## config.mk

```make
export PLATFORM = sky130hd
export DESIGN_NAME = demod_decimator_flat
export DESIGN_NICKNAME = d
export VERILOG_FILES = /design/src/rtl/demod_decimator_if.sv /design/src/rtl/demod_decimator.sv /design/src/flat_wrapper.sv
export SDC_FILE = /design/constraint.sdc
export NUM_CORES = 1
export LEC_CHECK = 0
export BUFFER_PORTS_ARGS = -buffer_cell sky130_fd_sc_hd__buf_2
export CAP_MARGIN = 10
export CORE_MARGIN = 3
export CORE_UTILIZATION = 64
export DETAILED_ROUTE_END_ITERATION = 10
export PLACE_DENSITY = 0.82
export REMOVE_ABC_BUFFERS = 1
export SLEW_MARGIN = 20
export SYNTH_ARGS = -nofsm -noshare
export SYNTH_HDL_FRONTEND = slang
export SYNTH_SLANG_ARGS = --single-unit
```

## constraint.sdc

```tcl
create_clock -name s_axis_aclk -period 3.7 [get_ports s_axis_aclk]
set_input_delay 0.74 -clock s_axis_aclk [delete_from_list [all_inputs] [get_ports s_axis_aclk]]
set_output_delay 0.74 -clock s_axis_aclk [all_outputs]
set_load 0.03 [all_outputs]
```

## src/rtl/demod_decimator_if.sv

```systemverilog
// AXI-Stream bundle for the demod decimator: mixed samples in,
// decimated channel-tagged means out.
interface demod_decimator_if #(
  parameter int DATA_W = 24
);
  logic [DATA_W-1:0] s_axis_tdata;
  logic              s_axis_tvalid;
  logic              s_axis_tready;
  logic [1:0]        s_axis_tuser;
  logic [DATA_W-1:0] m_axis_tdata;
  logic              m_axis_tvalid;
  logic              m_axis_tready;
  logic [1:0]        m_axis_tuser;

  modport slave (
    input  s_axis_tdata,
    input  s_axis_tvalid,
    output s_axis_tready,
    input  s_axis_tuser,
    output m_axis_tdata,
    output m_axis_tvalid,
    input  m_axis_tready,
    output m_axis_tuser
  );

  modport master (
    output s_axis_tdata,
    output s_axis_tvalid,
    input  s_axis_tready,
    output s_axis_tuser,
    input  m_axis_tdata,
    input  m_axis_tvalid,
    output m_axis_tready,
    input  m_axis_tuser
  );
endinterface

```

## src/rtl/demod_decimator.sv

```systemverilog
// Per-channel integrate-and-dump decimator: sums 2**LOG2_DECIM
// samples of each interleaved channel and emits their floored mean.
module demod_decimator #(
  parameter int DATA_W     = 24,
  parameter int LOG2_DECIM = 4,
  parameter int N_CH       = 4
) (
  input  logic s_axis_aclk,
  input  logic s_axis_aresetn,
  input  logic clear,
  demod_decimator_if.slave axis
);
  localparam int AW = DATA_W + LOG2_DECIM;
  localparam logic [LOG2_DECIM-1:0] CNT_MAX = '1;
  localparam logic [LOG2_DECIM-1:0] CNT_ONE = LOG2_DECIM'(1);

  logic signed [AW-1:0]   acc_q [N_CH];
  logic signed [AW-1:0]   acc_d [N_CH];
  logic signed [AW-1:0]   sum_w [N_CH];
  logic [LOG2_DECIM-1:0]  cnt_q [N_CH];
  logic [LOG2_DECIM-1:0]  cnt_d [N_CH];

  logic [DATA_W-1:0] tdata_q, tdata_d;
  logic [1:0]        tuser_q, tuser_d;
  logic              tvalid_q, tvalid_d;

  logic              s_ready;
  logic              accept;
  logic              legal;
  logic signed [AW-1:0] x;

  // Any beat stalls while the output is blocked, so channel
  // order on the output always follows input order.
  assign s_ready = !tvalid_q || axis.m_axis_tready;
  assign accept  = axis.s_axis_tvalid && s_ready;
  assign legal   = {30'd0, axis.s_axis_tuser} < N_CH;
  assign x = {{LOG2_DECIM{axis.s_axis_tdata[DATA_W-1]}},
              axis.s_axis_tdata};

  assign axis.s_axis_tready = s_ready;
  assign axis.m_axis_tdata  = tdata_q;
  assign axis.m_axis_tvalid = tvalid_q;
  assign axis.m_axis_tuser  = tuser_q;

  always_comb begin
    tvalid_d = tvalid_q && !axis.m_axis_tready;
    tdata_d  = tdata_q;
    tuser_d  = tuser_q;
    for (int c = 0; c < N_CH; c++) begin
      sum_w[c] = acc_q[c] + x;
      acc_d[c] = clear ? '0 : acc_q[c];
      cnt_d[c] = clear ? '0 : cnt_q[c];
      if (accept && legal && axis.s_axis_tuser == 2'(c)) begin
        unique case (1'b1)
          clear: begin
            acc_d[c] = x;
            cnt_d[c] = CNT_ONE;
          end
          (cnt_q[c] == CNT_MAX): begin
            acc_d[c] = '0;
            cnt_d[c] = '0;
            // Arithmetic shift == keeping the upper DATA_W bits.
            tdata_d  = sum_w[c][AW-1:LOG2_DECIM];
            tuser_d  = 2'(c);
            tvalid_d = 1'b1;
          end
          default: begin
            acc_d[c] = sum_w[c];
            cnt_d[c] = cnt_q[c] + CNT_ONE;
          end
        endcase
      end
    end
  end

  always_ff @(posedge s_axis_aclk or negedge s_axis_aresetn) begin
    if (!s_axis_aresetn) begin
      for (int c = 0; c < N_CH; c++) begin
        acc_q[c] <= '0;
        cnt_q[c] <= '0;
      end
      tdata_q  <= '0;
      tuser_q  <= '0;
      tvalid_q <= 1'b0;
    end else begin
      for (int c = 0; c < N_CH; c++) begin
        acc_q[c] <= acc_d[c];
        cnt_q[c] <= cnt_d[c];
      end
      tdata_q  <= tdata_d;
      tuser_q  <= tuser_d;
      tvalid_q <= tvalid_d;
    end
  end

endmodule

```

## src/flat_wrapper.sv

```systemverilog
// flat-port wrapper written by rule: the top's interface ports become plain ports
module demod_decimator_flat 
#(
  parameter int DATA_W     = 24,
  parameter int LOG2_DECIM = 4,
  parameter int N_CH       = 4
)
  (s_axis_aclk, s_axis_aresetn, clear, axis_s_axis_tdata, axis_s_axis_tvalid, axis_s_axis_tready, axis_s_axis_tuser, axis_m_axis_tdata, axis_m_axis_tvalid, axis_m_axis_tready, axis_m_axis_tuser);
  demod_decimator_if #(.DATA_W(DATA_W)) axis_i ();
  input  logic s_axis_aclk;
  input  logic s_axis_aresetn;
  input  logic clear;
  input wire logic [$bits(axis_i.s_axis_tdata)-1:0] axis_s_axis_tdata;
  input wire logic [$bits(axis_i.s_axis_tvalid)-1:0] axis_s_axis_tvalid;
  output wire logic [$bits(axis_i.s_axis_tready)-1:0] axis_s_axis_tready;
  input wire logic [$bits(axis_i.s_axis_tuser)-1:0] axis_s_axis_tuser;
  output wire logic [$bits(axis_i.m_axis_tdata)-1:0] axis_m_axis_tdata;
  output wire logic [$bits(axis_i.m_axis_tvalid)-1:0] axis_m_axis_tvalid;
  input wire logic [$bits(axis_i.m_axis_tready)-1:0] axis_m_axis_tready;
  output wire logic [$bits(axis_i.m_axis_tuser)-1:0] axis_m_axis_tuser;
  assign axis_i.s_axis_tdata = axis_s_axis_tdata;
  assign axis_i.s_axis_tvalid = axis_s_axis_tvalid;
  assign axis_s_axis_tready = axis_i.s_axis_tready;
  assign axis_i.s_axis_tuser = axis_s_axis_tuser;
  assign axis_m_axis_tdata = axis_i.m_axis_tdata;
  assign axis_m_axis_tvalid = axis_i.m_axis_tvalid;
  assign axis_i.m_axis_tready = axis_m_axis_tready;
  assign axis_m_axis_tuser = axis_i.m_axis_tuser;
  demod_decimator #(.DATA_W(DATA_W), .LOG2_DECIM(LOG2_DECIM), .N_CH(N_CH)) u_core (.s_axis_aclk(s_axis_aclk), .s_axis_aresetn(s_axis_aresetn), .clear(clear), .axis(axis_i));
endmodule
```

Word-level counts from Yosys, hierarchy flattened
Index checks and enable logic that the tools add are counted.
{"block": "classes", "addsub": 8, "eq_ne": 7, "n_mux": 42, "reduce_logical": 14}
{"op": "one-hot mux 28 bit (2 select lines)", "n": 4}
{"op": "2-to-1 mux 24 bit", "n": 8}
{"op": "2-to-1 mux 28 bit", "n": 5}
{"op": "adder 28 x 24 -> 28 bit", "n": 4}
{"op": "one-hot mux 4 bit (2 select lines)", "n": 4}
{"op": "2-to-1 mux 4 bit", "n": 5}
{"op": "adder 4 x 1 -> 4 bit (second input constant)", "n": 4}
{"op": "equality test 4 bit (second input constant)", "n": 4}
{"op": "2-to-1 mux 2 bit", "n": 8}
{"op": "2-to-1 mux 1 bit", "n": 8}
{"op": "nonzero test 2 bit", "n": 4}
{"op": "logical AND 1 bit", "n": 6}
{"op": "equality test 2 bit (second input constant)", "n": 2}
{"op": "equality test 2 x 1 -> 1 bit (second input constant)", "n": 1}
{"op": "zero test 1 bit", "n": 2}
{"op": "zero test 2 bit", "n": 1}
{"op": "logical OR 1 bit", "n": 1}
{"block": "totals", "reg_bits": 155, "input_bits": 31, "output_inout_bits": 28, "elab_cells": 82}

Depth between registers and ports, before layout
Gate-level depths: netlist (run 1).
{"block": "depth", "ltp_word": 11, "mapped_depth": 12, "depth_no_buf": 12}

Least setup slack after synthesis (run 1)
OpenSTA, ideal clock, no wires.
{"block": "synth_path", "path_kind": "input port to flip-flop", "startpoint": "input port axis_s_axis_tdata[0]", "endpoint": "register u_core.tdata_q[20] (netlist: u_core.axis.m_axis_tdata[20])", "arrival_ps": 3207, "t_required_ps": 3571, "path_slack_ps": 364, "stages": 11, "cell_sequence": "ha_1 > fa_1 > a211oi_1 > o21ai_1 > a311o_1 > o311a_1 > a211oi_2 > o211ai_1 > a21oi_2 > xnor2_1 > a2111o_1"}
{"block": "synth_between", "elab_chain_len": 9, "word_cells_on_any_way": 12, "classes_between": "4 x add/sub; 8 x mux"}
{"element": "start: declaration", "line_no": "flat_wrapper.sv:13", "rtl": "input wire logic [$bits(axis_i.s_axis_tdata)-1:0] axis_s_axis_tdata;"}
{"element": "adder 28 x 24 -> 28 bit", "line_no": "demod_decimator.sv:50", "rtl": "sum_w[c] = acc_q[c] + x;"}
{"element": "2-to-1 mux 24 bit", "line_no": "demod_decimator.sv:54", "rtl": "unique case (1'b1)"}
{"element": "2-to-1 mux 24 bit", "line_no": "demod_decimator.sv:53", "rtl": "if (accept && legal && axis.s_axis_tuser == 2'(c)) begin"}
{"element": "2-to-1 mux 24 bit", "line_no": "demod_decimator.sv:54"}
{"element": "2-to-1 mux 24 bit", "line_no": "demod_decimator.sv:53"}
{"element": "2-to-1 mux 24 bit", "line_no": "demod_decimator.sv:54"}
{"element": "2-to-1 mux 24 bit", "line_no": "demod_decimator.sv:53"}
{"element": "2-to-1 mux 24 bit", "line_no": "demod_decimator.sv:54"}
{"element": "2-to-1 mux 24 bit (*)", "line_no": "demod_decimator.sv:53"}
{"element": "net u_core.tdata_d[20]", "line_no": "demod_decimator.sv:23", "rtl": "logic [DATA_W-1:0] tdata_q, tdata_d;"}
{"element": "end signal: assignment", "line_no": "demod_decimator.sv:90", "rtl": "tdata_q <= tdata_d;"}
{"element": "end: declaration", "line_no": "demod_decimator.sv:23"}
Mark *: on every way through the listed nets, which the timed path passes. The rest lies on a longest branch.
A chain may end at the register's enable or synchronous reset.

Worst setup path in the final report (run 1)
{"block": "layout_path", "startpoint": "input port axis_s_axis_tdata[7]", "endpoint": "register u_core.tdata_q[22] (netlist: u_core.axis.m_axis_tdata[22])"}
The elaborated chain is that of the path after synthesis.

==> results of run 1 <==
==> power groups by stage <==
stage                     clock network, mW  registers [mW]  logic [mW]
final                                  1.77            1.90        1.74
after global routing                   1.84            1.91        1.87
after CTS                              1.76            1.89        1.69
after detailed placement                  0            1.92        1.68
after global placement                    0            1.92        1.64
after floorplan                           0            1.94        1.14
==> final cells by class <==
| type | count | area (µm²) | share of cell area [%] |
|---|---|---|---|
| Antenna cell | 1 | 2.50 | 0.0175 |
| Clock buffer | 17 | 425 | 2.97 |
| Clock inverter | 15 | 146 | 1.02 |
| Inverter | 33 | 124 | 0.865 |
| Multi-Input combinational cell | 1273 | 8630 | 60.3 |
| Sequential cell | 155 | 3880 | 27.1 |
| Tap cell | 265 | 332 | 2.32 |
| Timing Repair Buffer | 119 | 782 | 5.46 |
==> layer usage <==
metal  GRT usage [%]  up-vias  wire, µm
li1                -     5999         -
met1            53.0     6356     17600
met2            62.0      774     19800
met3            7.92      164      4520
met4            18.2        0      2130
met5               0        -         0
==> cell usage in the layout, fill, tap and decap left out, types with 5 or more instances in the layout <==
cell and count:
a211o_1 7, a211oi_1 20, a21boi_0 5, a21o_1 46, a21oi_1 157, a22oi_1 74
a2bb2oi_1 12, a311oi_1 5, a31oi_1 14, and2_1 13, and3_1 25, and4_1 7
buf_2 56, buf_4 60, clkbuf_16 17, dfrtp_1 155, ha_1 112, inv_1 33
inv_6 7, mux2i_1 9, nand2_1 140, nand2b_1 10, nand3_1 64, nand3b_1 8
nand4_1 10, nor2_1 77, nor2b_1 9, nor3_1 22, nor4_1 5, o211ai_1 21
o21a_1 10, o21ai_0 87, o21bai_1 13, o22ai_1 90, o31ai_1 7, or2_2 5
or3_1 6, xnor2_1 69, xor2_1 34
==> worst reg2reg max path, stage by stage (launching register included) <==
cell and delay, ps:
dfrtp_1 390, ha_1 360, nand2_1 70, o21ai_0 650, a22oi_1 300, a211oi_1 380, nor2_1 140, mux2i_1 140
a2111oi_0 560, a211oi_1 180, a221o_1 290
==> worst max-delay path by stage <==
stage	end	start	cells past startpoint
floorplan	u_core.axis.m_axis_tdata[20]	axis_m_axis_tready	6
global placement	u_core.axis.m_axis_tdata[22]	axis_s_axis_tdata[0]	13
detailed placement	u_core.axis.m_axis_tdata[22]	axis_s_axis_tdata[0]	13
CTS	u_core.axis.m_axis_tdata[22]	axis_s_axis_tdata[0]	13
global route	u_core.axis.m_axis_tdata[22]	axis_s_axis_tdata[0]	13
finish	u_core.axis.m_axis_tdata[22]	axis_s_axis_tdata[7]	11
==> state kept, by name (all words and copies together), names as in the netlist <==
register / flops
u_core.cnt_q: 16
u_core.axis.m_axis_tuser: 2
u_core.axis.m_axis_tdata: 24
u_core.axis.m_axis_tvalid: 1
u_core.acc_q: 112
==> stage by stage <==
stage	utilization (%)	TNS, ps
after global placement	69.7	-40.9
after global routing	72.6	0
final	72.6	0
after detailed placement	69.7	-287
after CTS	72.6	0
after floorplan	-	-13380
==> cell families after synthesis <==
logic type,after synthesis,share of synthesized area (%)
AO/OA/AOI/OAI,624,31.7
AND/OR/NAND/NOR,421,15.7
flip-flops,155,29.9
buffers and inverters,123,3.67
adder cells (fa/ha/maj),116,11.4
XOR/XNOR,103,6.95
multiplexers,9,0.694
==> results.sh, run 1 <==
export IMPL_status="finished clean"
export IMPL_clock_sinks=155
export IMPL_drc=0
export IMPL_finalHoldViolCount=0
export IMPL_fin_area_um2=14300
export IMPL_timing_hold_ws_ps=358
export IMPL_fin_nets=1746
export IMPL_die_area_um2=22000
export IMPL_path_buf_inv=1
export IMPL_max_cap_viol_count=0
export IMPL_clock_root_buffer="clkbuf_16"
export IMPL_gp_congestion=1.02
export IMPL_max_freq_mhz=277
export IMPL_synthToLayoutAreaGrowth_pct=10.4
export IMPL_rows=51
export IMPL_clk_latency_ps=450
export IMPL_vias_per_cell=7.08
export IMPL_yosysTopAreaCell="dfrtp_1"
export IMPL_synth_cell_types=79
export IMPL_die_x_um=148
export IMPL_seq_power_share_pct=35.1
export IMPL_period_needed_ps=3610
export IMPL_tightestPinTransition_ps=1100
export IMPL_io_buffer_count=58
export IMPL_synth_seq_cells=155
export IMPL_syn_inst=1551
export IMPL_placed_area_um2=13700
export IMPL_drtPass1Iterations=6
export IMPL_cpMaxStageDelayCell="o21ai_0"
export IMPL_path_class="in -> reg"
export IMPL_yosys_warnings=0
export IMPL_postRouteAntennaNets=0
export IMPL_skew_ps=11.5
export IMPL_cp_max_fo=5
export IMPL_hp_class="in -> async"
export IMPL_critical_path_max_stage_delay_ps=670
export IMPL_yosysMostFrequentCell="a21oi_1"
export IMPL_yosys_top_cells_area="dfrtp_1 (30%), ha_1 (11%), a21oi_1 (6.1%)"
export IMPL_worstSetupEndpointType="flip-flop"
export IMPL_period_share_pct=97.6
export IMPL_cpLargestDelayFamily="compound AO/OA/AOI/OAI gates"
export IMPL_p_per_area_nw_per_um2=377
export IMPL_grt_pass1_wl_mm=68.2
export IMPL_dp_slack_ps=-205
export IMPL_die_y_um=148
export IMPL_start_util_pct=65.8
export IMPL_synth_common_cells="a21oi_1 (157), dfrtp_1 (155), nand2_1 (140)"
export IMPL_syn_area_per_cell_um2=8.37
export IMPL_maxSlewHeadroom_pct=26.5
export IMPL_finalSetupViolCount=0
export IMPL_r2r_start="u_core.acc_q[92]"
export IMPL_worstPathRequired_ps=4030
export IMPL_totalPowerFinal_mw=5.40
export IMPL_arrival_ps=3940
export IMPL_slew_violations=0
export IMPL_coreArea_um2=19700
export IMPL_nFillCells=1594
export IMPL_synthFlopType="dfrtp_1"
export IMPL_htree_levels=4
export IMPL_vias=13300
export IMPL_track_usage_pct=39.5
export IMPL_rr_endpoint="u_core.axis.m_axis_tdata[22]"
export IMPL_cts_tree="done"
export IMPL_wl_per_cell_um=23.5
export IMPL_crit_path_start_kind="primary input"
export IMPL_ctsResizeCount=0
export IMPL_worst_slack_ps=89.5
export IMPL_p_sw_share_pct=37.3
export IMPL_reg2reg_slack_ps=130
export IMPL_internal_power_mw=3.39
export IMPL_async_flop_share_pct=100
export IMPL_antenna_found_initial=0
export IMPL_holdBufCountCts=0
export IMPL_cpMostUsedCell="a211oi_1"
export IMPL_grt_max_degree=94
export IMPL_drive_gt1_share_pct=11.0
export IMPL_yosysSeqAreaShare_pct=29.9
export IMPL_instances_no_fill=1878
export IMPL_drtIter0Drc=1438
export IMPL_netlist_area_um2=13000
export IMPL_rr_worst_depth=10
export IMPL_p_leak_nw=6.70
export IMPL_worstPathCellList="buf_2 > ha_1 > a21oi_1 > o21ai_0 > a22oi_1 > a211oi_1 > nor2_1 > mux2i_1 > a2111oi_0 > a211oi_1 > a221o_1"
export IMPL_grt_pass1_vias=12600
export IMPL_synth_top_area_share_pct=29.9
export IMPL_dp_cells=1845
export IMPL_p_switching_mw=2.01
export IMPL_wl_mm=44.1
export IMPL_io_pin_count=59
export IMPL_cts_reportedPaths_clkPinSlew_ps=70
export IMPL_synth_edff_count=0
export IMPL_grt_ovfl_total=0
export IMPL_clockPowerShare_pct=32.8
export IMPL_numCtsBuffers=17
export IMPL_dp_hpwl_mm=31.3
export IMPL_rsz0062_at_grt="no"
export IMPL_cts_max_path_buffers=2
export IMPL_post_cts_buffers=0
export IMPL_max_vdd_ir_drop_mv=0.348
export IMPL_combPwrFrac_pct=32.1
No activity file was read; power rests on OpenSTA's default activity.
==> run 2: changes to the inputs <==
--- a/config.mk
+++ b/config.mk
@@ -8,9 +8,9 @@
 export BUFFER_PORTS_ARGS = -buffer_cell sky130_fd_sc_hd__buf_2
 export CAP_MARGIN = 10
 export CORE_MARGIN = 3
-export CORE_UTILIZATION = 64
+export CORE_UTILIZATION = 65
 export DETAILED_ROUTE_END_ITERATION = 10
-export PLACE_DENSITY = 0.82
+export PLACE_DENSITY = 0.84
 export REMOVE_ABC_BUFFERS = 1
 export SLEW_MARGIN = 20
 export SYNTH_ARGS = -nofsm -noshare
==> constraint.sdc (replaced) <==
create_clock -name s_axis_aclk -period 4.4 [get_ports s_axis_aclk]
set_input_delay 0.88 -clock s_axis_aclk [delete_from_list [all_inputs] [get_ports s_axis_aclk]]
set_output_delay 0.88 -clock s_axis_aclk [all_outputs]
set_load 0.03 [all_outputs]
==> run 2 against run 1 <==
Non-clock buffer count down 26. Clock power down 12%. Count of clock-buffer cells in the layout up 1. Worst hold slack better by 91 ps. Largest power group unchanged. Critical path type unchanged. Die area down 1.5%.
==> results.sh, run 2 (synthesized netlist as in run 1, its figures left out) <==
export IMPL_nFillCells=1570
export IMPL_rr_worst_depth=10
export IMPL_drive_gt1_share_pct=9.52
export IMPL_cts_tree="done"
export IMPL_fin_area_um2=14100
export IMPL_crit_path_start_kind="primary input"
export IMPL_die_x_um=147
export IMPL_max_vdd_ir_drop_mv=0.271
export IMPL_finalHoldViolCount=0
export IMPL_worstPathCellList="buf_2 > ha_1 > and3_1 > and3_1 > a311o_1 > a31oi_1 > nor3b_1 > o41ai_2 > o21ai_0 > mux2i_1 > a221o_1"
export IMPL_final_common_cell="a21oi_1"
export IMPL_cpMostUsedCell="and3_1"
export IMPL_clock_root_buffer="clkbuf_16"
export IMPL_slew_violations=0
export IMPL_fin_nets=1720
export IMPL_htree_levels=4
export IMPL_max_freq_mhz=281
export IMPL_post_cts_buffers=0
export IMPL_grt_pass1_wl_mm=65.6
export IMPL_gp_congestion=1.08
export IMPL_critical_path_max_stage_delay_ps=630
export IMPL_track_usage_pct=38.1
export IMPL_wl_per_cell_um=22.7
export IMPL_grt_pass1_vias=12400
export IMPL_hp_class="in -> async"
export IMPL_n_antenna_cell=0
export IMPL_p_per_area_nw_per_um2=322
export IMPL_p_leak_nw=6.58
export IMPL_die_area_um2=21700
export IMPL_start_util_pct=66.5
export IMPL_period_needed_ps=3560
export IMPL_clock_sinks=155
export IMPL_startpoint="axis_s_axis_tdata[7]"
export IMPL_rr_endpoint="u_core.axis.m_axis_tdata[21]"
export IMPL_coreArea_um2=19500
export IMPL_drtIter0Drc=1398
export IMPL_status="finished clean"
export IMPL_arrival_ps=3880
export IMPL_clk_latency_ps=450
export IMPL_holdBufCountCts=0
export IMPL_dp_hpwl_mm=30.3
export IMPL_drc=0
export IMPL_io_pin_count=59
export IMPL_drtPass1Iterations=6
export IMPL_worstPathRequired_ps=4720
export IMPL_grt_ovfl_total=0
export IMPL_grt_max_degree=74
export IMPL_wl_mm=42.1
export IMPL_largest_reg_flops=112
export IMPL_ctsResizeCount=0
export IMPL_postRouteAntennaNets=0
export IMPL_max_cap_viol_count=0
export IMPL_timing_setup_tns_ps=0
export IMPL_path_class="in -> reg"
export IMPL_vias=13100
export IMPL_reg2reg_slack_ps=1050
export IMPL_die_y_um=147
export IMPL_synthToLayoutAreaGrowth_pct=8.86
export IMPL_cts_max_path_buffers=2
export IMPL_cpMaxStageDelayCell="nor3b_1"
export IMPL_multi_input_area_um2=8630
export IMPL_maxSlewHeadroom_pct=34.8
export IMPL_cts_reportedPaths_clkPinSlew_ps=70
export IMPL_numCtsBuffers=17
export IMPL_worstSetupEndpointType="flip-flop"
export IMPL_rows=51
export IMPL_tightestPinTransition_ps=975
export IMPL_final_seq_area_um2=3880
export IMPL_io_buffer_count=58
export IMPL_skew_ps=12.3
export IMPL_finalSetupViolCount=0
export IMPL_r2r_start="u_core.acc_q[7]"
export IMPL_placed_area_um2=13500
export IMPL_cp_max_fo=5
export IMPL_final_cell_mix="a21oi_1 (157), dfrtp_1 (155), nand2_1 (140)"
export IMPL_antenna_found_initial=0
export IMPL_vias_per_cell=7.05
export IMPL_rsz0062_at_grt="no"
export IMPL_regMostFlops="u_core.acc_q"
export IMPL_period_share_pct=80.9
[run 2: metal layers]
layer  up-vias  track usage (%)  wire, µm
li1       5923                -         -
met1      6170             50.6     16300
met2       806             62.1     19500
met3       157             7.03      4580
met4         0             14.9      1700
met5         -                0         0
[run 2: area by class of cell]
cell class	instances	area share, %
Multi-Input combinational cell	1273	61.1
Clock buffer	18	3.11
Clock inverter	14	1.13
Inverter	33	0.877
Sequential cell	155	27.5
Timing Repair Buffer	93	3.98
Tap cell	265	2.35
[run 2: worst max-delay path by stage]
stage / slack (ps) / to
3_3_place_gp: 510 / u_core.axis.m_axis_tdata[20]
2_1_floorplan: -450 / u_core.axis.m_axis_tdata[20]
4_1_cts: 890 / u_core.axis.m_axis_tdata[20]
6_report: 840 / u_core.axis.m_axis_tdata[21]
5_1_grt: 710 / u_core.axis.m_axis_tdata[20]
3_5_place_dp: 450 / u_core.axis.m_axis_tdata[20]
[run 2: metrics by stage]
stage | std cells | worst slack (ps) | utilization (%) | hold WS (ps) | power, mW
global route | 1851 | 712 | 72.4 | 496 | 4.74
finish | 1851 | 842 | 72.4 | 450 | 4.56
CTS | 1851 | 893 | 72.4 | 476 | 4.51
detailed placement | 1819 | 453 | 69.3 | 458 | 2.98
global placement | 1819 | 506 | 69.3 | 457 | 2.95
floorplan | 1461 | -451 | - | 468 | 2.59
[run 2: power breakdown]
| group | switching (mW) | internal (mW) |
|---|---|---|
| Clock | 0.689 | 0.863 |
| Combinational | 0.866 | 0.544 |
| Sequential | 0.0719 | 1.52 |
| Total | 1.63 | 2.93 |
[run 2: critical path: cells and delay by family]
family,cells,cell delay (ps)
buffers and inverters,1,150
AO/OA/AOI/OAI,5,1290
multiplexers,1,130
AND/OR/NAND/NOR,3,1050
adder cells (fa/ha/maj),1,380
==> run 3: changes to the inputs <==
--- a/config.mk
+++ b/config.mk
@@ -5,12 +5,13 @@
 export SDC_FILE = /design/constraint.sdc
 export NUM_CORES = 1
 export LEC_CHECK = 0
+export ABC_AREA = 1
 export BUFFER_PORTS_ARGS = -buffer_cell sky130_fd_sc_hd__buf_2
 export CAP_MARGIN = 10
 export CORE_MARGIN = 3
-export CORE_UTILIZATION = 65
+export CORE_UTILIZATION = 58
 export DETAILED_ROUTE_END_ITERATION = 10
-export PLACE_DENSITY = 0.84
+export PLACE_DENSITY = 0.79
 export REMOVE_ABC_BUFFERS = 1
 export SLEW_MARGIN = 20
 export SYNTH_ARGS = -nofsm -noshare
==> constraint.sdc (replaced) <==
create_clock -name s_axis_aclk -period 2.97 [get_ports s_axis_aclk]
set_input_delay 0.594 -clock s_axis_aclk [delete_from_list [all_inputs] [get_ports s_axis_aclk]]
set_output_delay 0.594 -clock s_axis_aclk [all_outputs]
set_load 0.03 [all_outputs]
==> run 3 against run 2 <==
Non-clock buffer count increased by 37. Synthesized cell count increased by 49%. Highest routed layer is now met5. Routed wire length rose by 45%. Largest cell class unchanged. Register-to-register slack worse by 710 ps. Critical path type is now reg -> reg.
==> results.sh, run 3 <==
export IMPL_n_antenna_cell=0
export IMPL_r2r_start="u_core.acc_q[84]"
export IMPL_track_usage_pct=45.1
export IMPL_finalHoldViolCount=0
export IMPL_syn_inst=2317
export IMPL_instances_no_fill=2752
export IMPL_yosysSeqAreaShare_pct=26.5
export IMPL_max_freq_mhz=380
export IMPL_synth_cell_types=46
export IMPL_path_class="reg -> reg"
export IMPL_crit_path_start_kind="flip-flop"
export IMPL_grt_pass1_vias=16500
export IMPL_path_buf_inv=0
export IMPL_totalPowerFinal_mw=7.08
export IMPL_dp_hpwl_mm=47.5
export IMPL_regMostFlops="u_core.acc_q"
export IMPL_p_per_area_nw_per_um2=435
export IMPL_drc=0
export IMPL_dp_slack_ps=-31.1
export IMPL_critical_path_max_stage_delay_ps=490
export IMPL_grt_pass1_wl_mm=92.3
export IMPL_die_area_um2=27200
export IMPL_wl_mm=60.8
export IMPL_worstPathCellList="ha_1 > fa_1 > nand3_1 > nand3_1 > nand2_1 > nand3_1 > nand2_1 > nand2_1 > nand2_1 > nand3_1 > nand3_1 > nand2_1 > nand3_1 > nand2_1"
export IMPL_tightestPinTransition_ps=739
export IMPL_rows=57
export IMPL_numCtsBuffers=17
export IMPL_maxSlewHeadroom_pct=50.7
export IMPL_drive_gt1_share_pct=7.62
export IMPL_period_share_pct=88.6
export IMPL_final_common_cell="nand2_1"
export IMPL_clk_latency_ps=450
export IMPL_placed_area_um2=15700
export IMPL_worstSetupEndpointType="flip-flop"
export IMPL_worst_slack_ps=339
export IMPL_die_y_um=165
export IMPL_yosys_top_cells_area="dfrtp_1 (27%), nand2_1 (20%), ha_1 (9.6%)"
export IMPL_synthSimpleGateAreaFrac_pct=35.3
export IMPL_start_util_pct=59.6
export IMPL_gp_congestion=1.13
export IMPL_hp_class="in -> async"
export IMPL_clock_root_buffer="clkbuf_16"
export IMPL_synth_common_cells="nand2_1 (778), inv_1 (272), nand3_1 (200)"
export IMPL_antenna_found_initial=3
export IMPL_startpoint="u_core.acc_q[84]"
export IMPL_grt_max_degree=69
export IMPL_yosysTopAreaCell="dfrtp_1"
export IMPL_post_cts_buffers=0
export IMPL_postRouteAntennaNets=0
export IMPL_grt_ovfl_total=0
export IMPL_synth_edff_count=0
export IMPL_htree_levels=4
export IMPL_rr_worst_depth=14
export IMPL_max_vdd_ir_drop_mv=0.410
export IMPL_cts_tree="done"
export IMPL_worstPathRequired_ps=3300
export IMPL_largest_reg_flops=112
export IMPL_cts_max_path_buffers=2
export IMPL_fin_nets=2562
export IMPL_syn_area_per_cell_um2=6.31
export IMPL_vias=17200
export IMPL_async_flop_share_pct=100
export IMPL_vias_per_cell=6.26
export IMPL_p_leak_nw=8.95
export IMPL_holdBufCountCts=0
export IMPL_clock_sinks=155
export IMPL_synth_top_family_by_area="simple AND/OR/NAND/NOR gates"
export IMPL_yosys_warnings=0
export IMPL_wl_per_cell_um=22.1
export IMPL_drtPass1Iterations=7
export IMPL_finalSetupViolCount=0
export IMPL_timing_setup_tns_ps=0
export IMPL_yosysMostFrequentCell="nand2_1"
export IMPL_arrival_ps=2960
export IMPL_cp_depth=14
export IMPL_drtIter0Drc=2019
export IMPL_cpMaxStageDelayCell="fa_1"
export IMPL_period_needed_ps=2630
export IMPL_synthXorXnorAreaFrac_pct=3.29
export IMPL_synthAdderAreaFrac_pct=10.1
export IMPL_synthFlopType="dfrtp_1"
export IMPL_max_cap_viol_count=0
export IMPL_synth_top_area_share_pct=26.5
export IMPL_coreArea_um2=24500
export IMPL_netlist_area_um2=14600
export IMPL_status="finished clean"
export IMPL_synth_area_mux_share_pct=0
export IMPL_synth_compound_area_share_pct=16.0
export IMPL_dp_cells=2720
export IMPL_final_cell_mix="nand2_1 (778), inv_1 (272), nand3_1 (200)"
export IMPL_cts_reportedPaths_clkPinSlew_ps=80
export IMPL_cp_max_fo=6
export IMPL_fin_area_um2=16300
export IMPL_synthToLayoutAreaGrowth_pct=11.3
export IMPL_ctsResizeCount=0
export IMPL_synth_seq_cells=155
export IMPL_slew_violations=0
export IMPL_io_pin_count=59
export IMPL_skew_ps=15.6
export IMPL_rsz0062_at_grt="no"
export IMPL_io_buffer_count=58
export IMPL_die_x_um=165
export IMPL_cpLargestDelayFamily="simple AND/OR/NAND/NOR gates"
-- run 3: cell types whose count changed in the layout (fill, tap and decap cells not counted), moves of 25 or more --
cell | previous run | this run
nand2_1 | 140 | 778
nor2_1 | 77 | 176
xnor2_1 | 69 | 23
nand4_1 | 10 | 35
a21o_1 | 46 | 7
nand3_1 | 64 | 200
o22ai_1 | 90 | 9
inv_1 | 33 | 272
o21ai_0 | 87 | 147
buf_4 | 36 | 70
a22oi_1 | 74 | 0
-- run 3: cell families after synthesis --
family | after synthesis
adders and majority gates | 116
AOI/OAI and AO/OA | 418
DFF | 155
buffers and inverters | 328
and+or+nand+nor | 1245
xor gates and xnor gates | 55
-- run 3: layout make-up --
| type | instances | area [µm²] |
|---|---|---|
| Multi-Input combinational cell | 1834 | 9490 |
| Fill cell | 2272 | 8250 |
| Sequential cell | 155 | 3880 |
| Inverter | 277 | 1040 |
| Timing Repair Buffer | 130 | 862 |
| Clock buffer | 18 | 429 |
| Tap cell | 324 | 405 |
| Clock inverter | 14 | 175 |
-- run 3: path summary, 6_finish.rpt --
path                       slack, ps                           end
setup / recovery                 340  u_core.axis.m_axis_tdata[20]
hold / removal                   140              u_core.cnt_q[10]
setup reg to reg                 340  u_core.axis.m_axis_tdata[20]
hold reg to reg                  490              u_core.acc_q[13]
max in group asynchronous       2050   u_core.axis.m_axis_tdata[8]
min in group s_axis_aclk         490              u_core.acc_q[13]
-- run 3: metal layers --
layer	wire (µm)	vias to the layer above	share of wire, %	global-route usage, %
met4	4730	4	7.8	29.1
met1	22500	7880	37	55.7
met3	7610	314	13	12.4
met5	35	-	0.058	0
li1	-	7843	-	-
met2	25900	1176	43	69.3
-- run 3: where the power goes --
group	switching (mW)	internal [mW]	leakage, nW	total, mW
Clock	1.13	1.28	0.298	2.41
Sequential	0.106	2.25	2.09	2.35
Combinational	1.60	0.711	6.56	2.31
-- run 3: metrics by stage --
stage | util [%] | hold WS [ps]
after floorplan | - | 298
after global placement | 63.9 | 466
after detailed placement | 63.9 | 470
after CTS | 66.4 | 195
after global routing | 66.4 | 217
final | 66.4 | 142
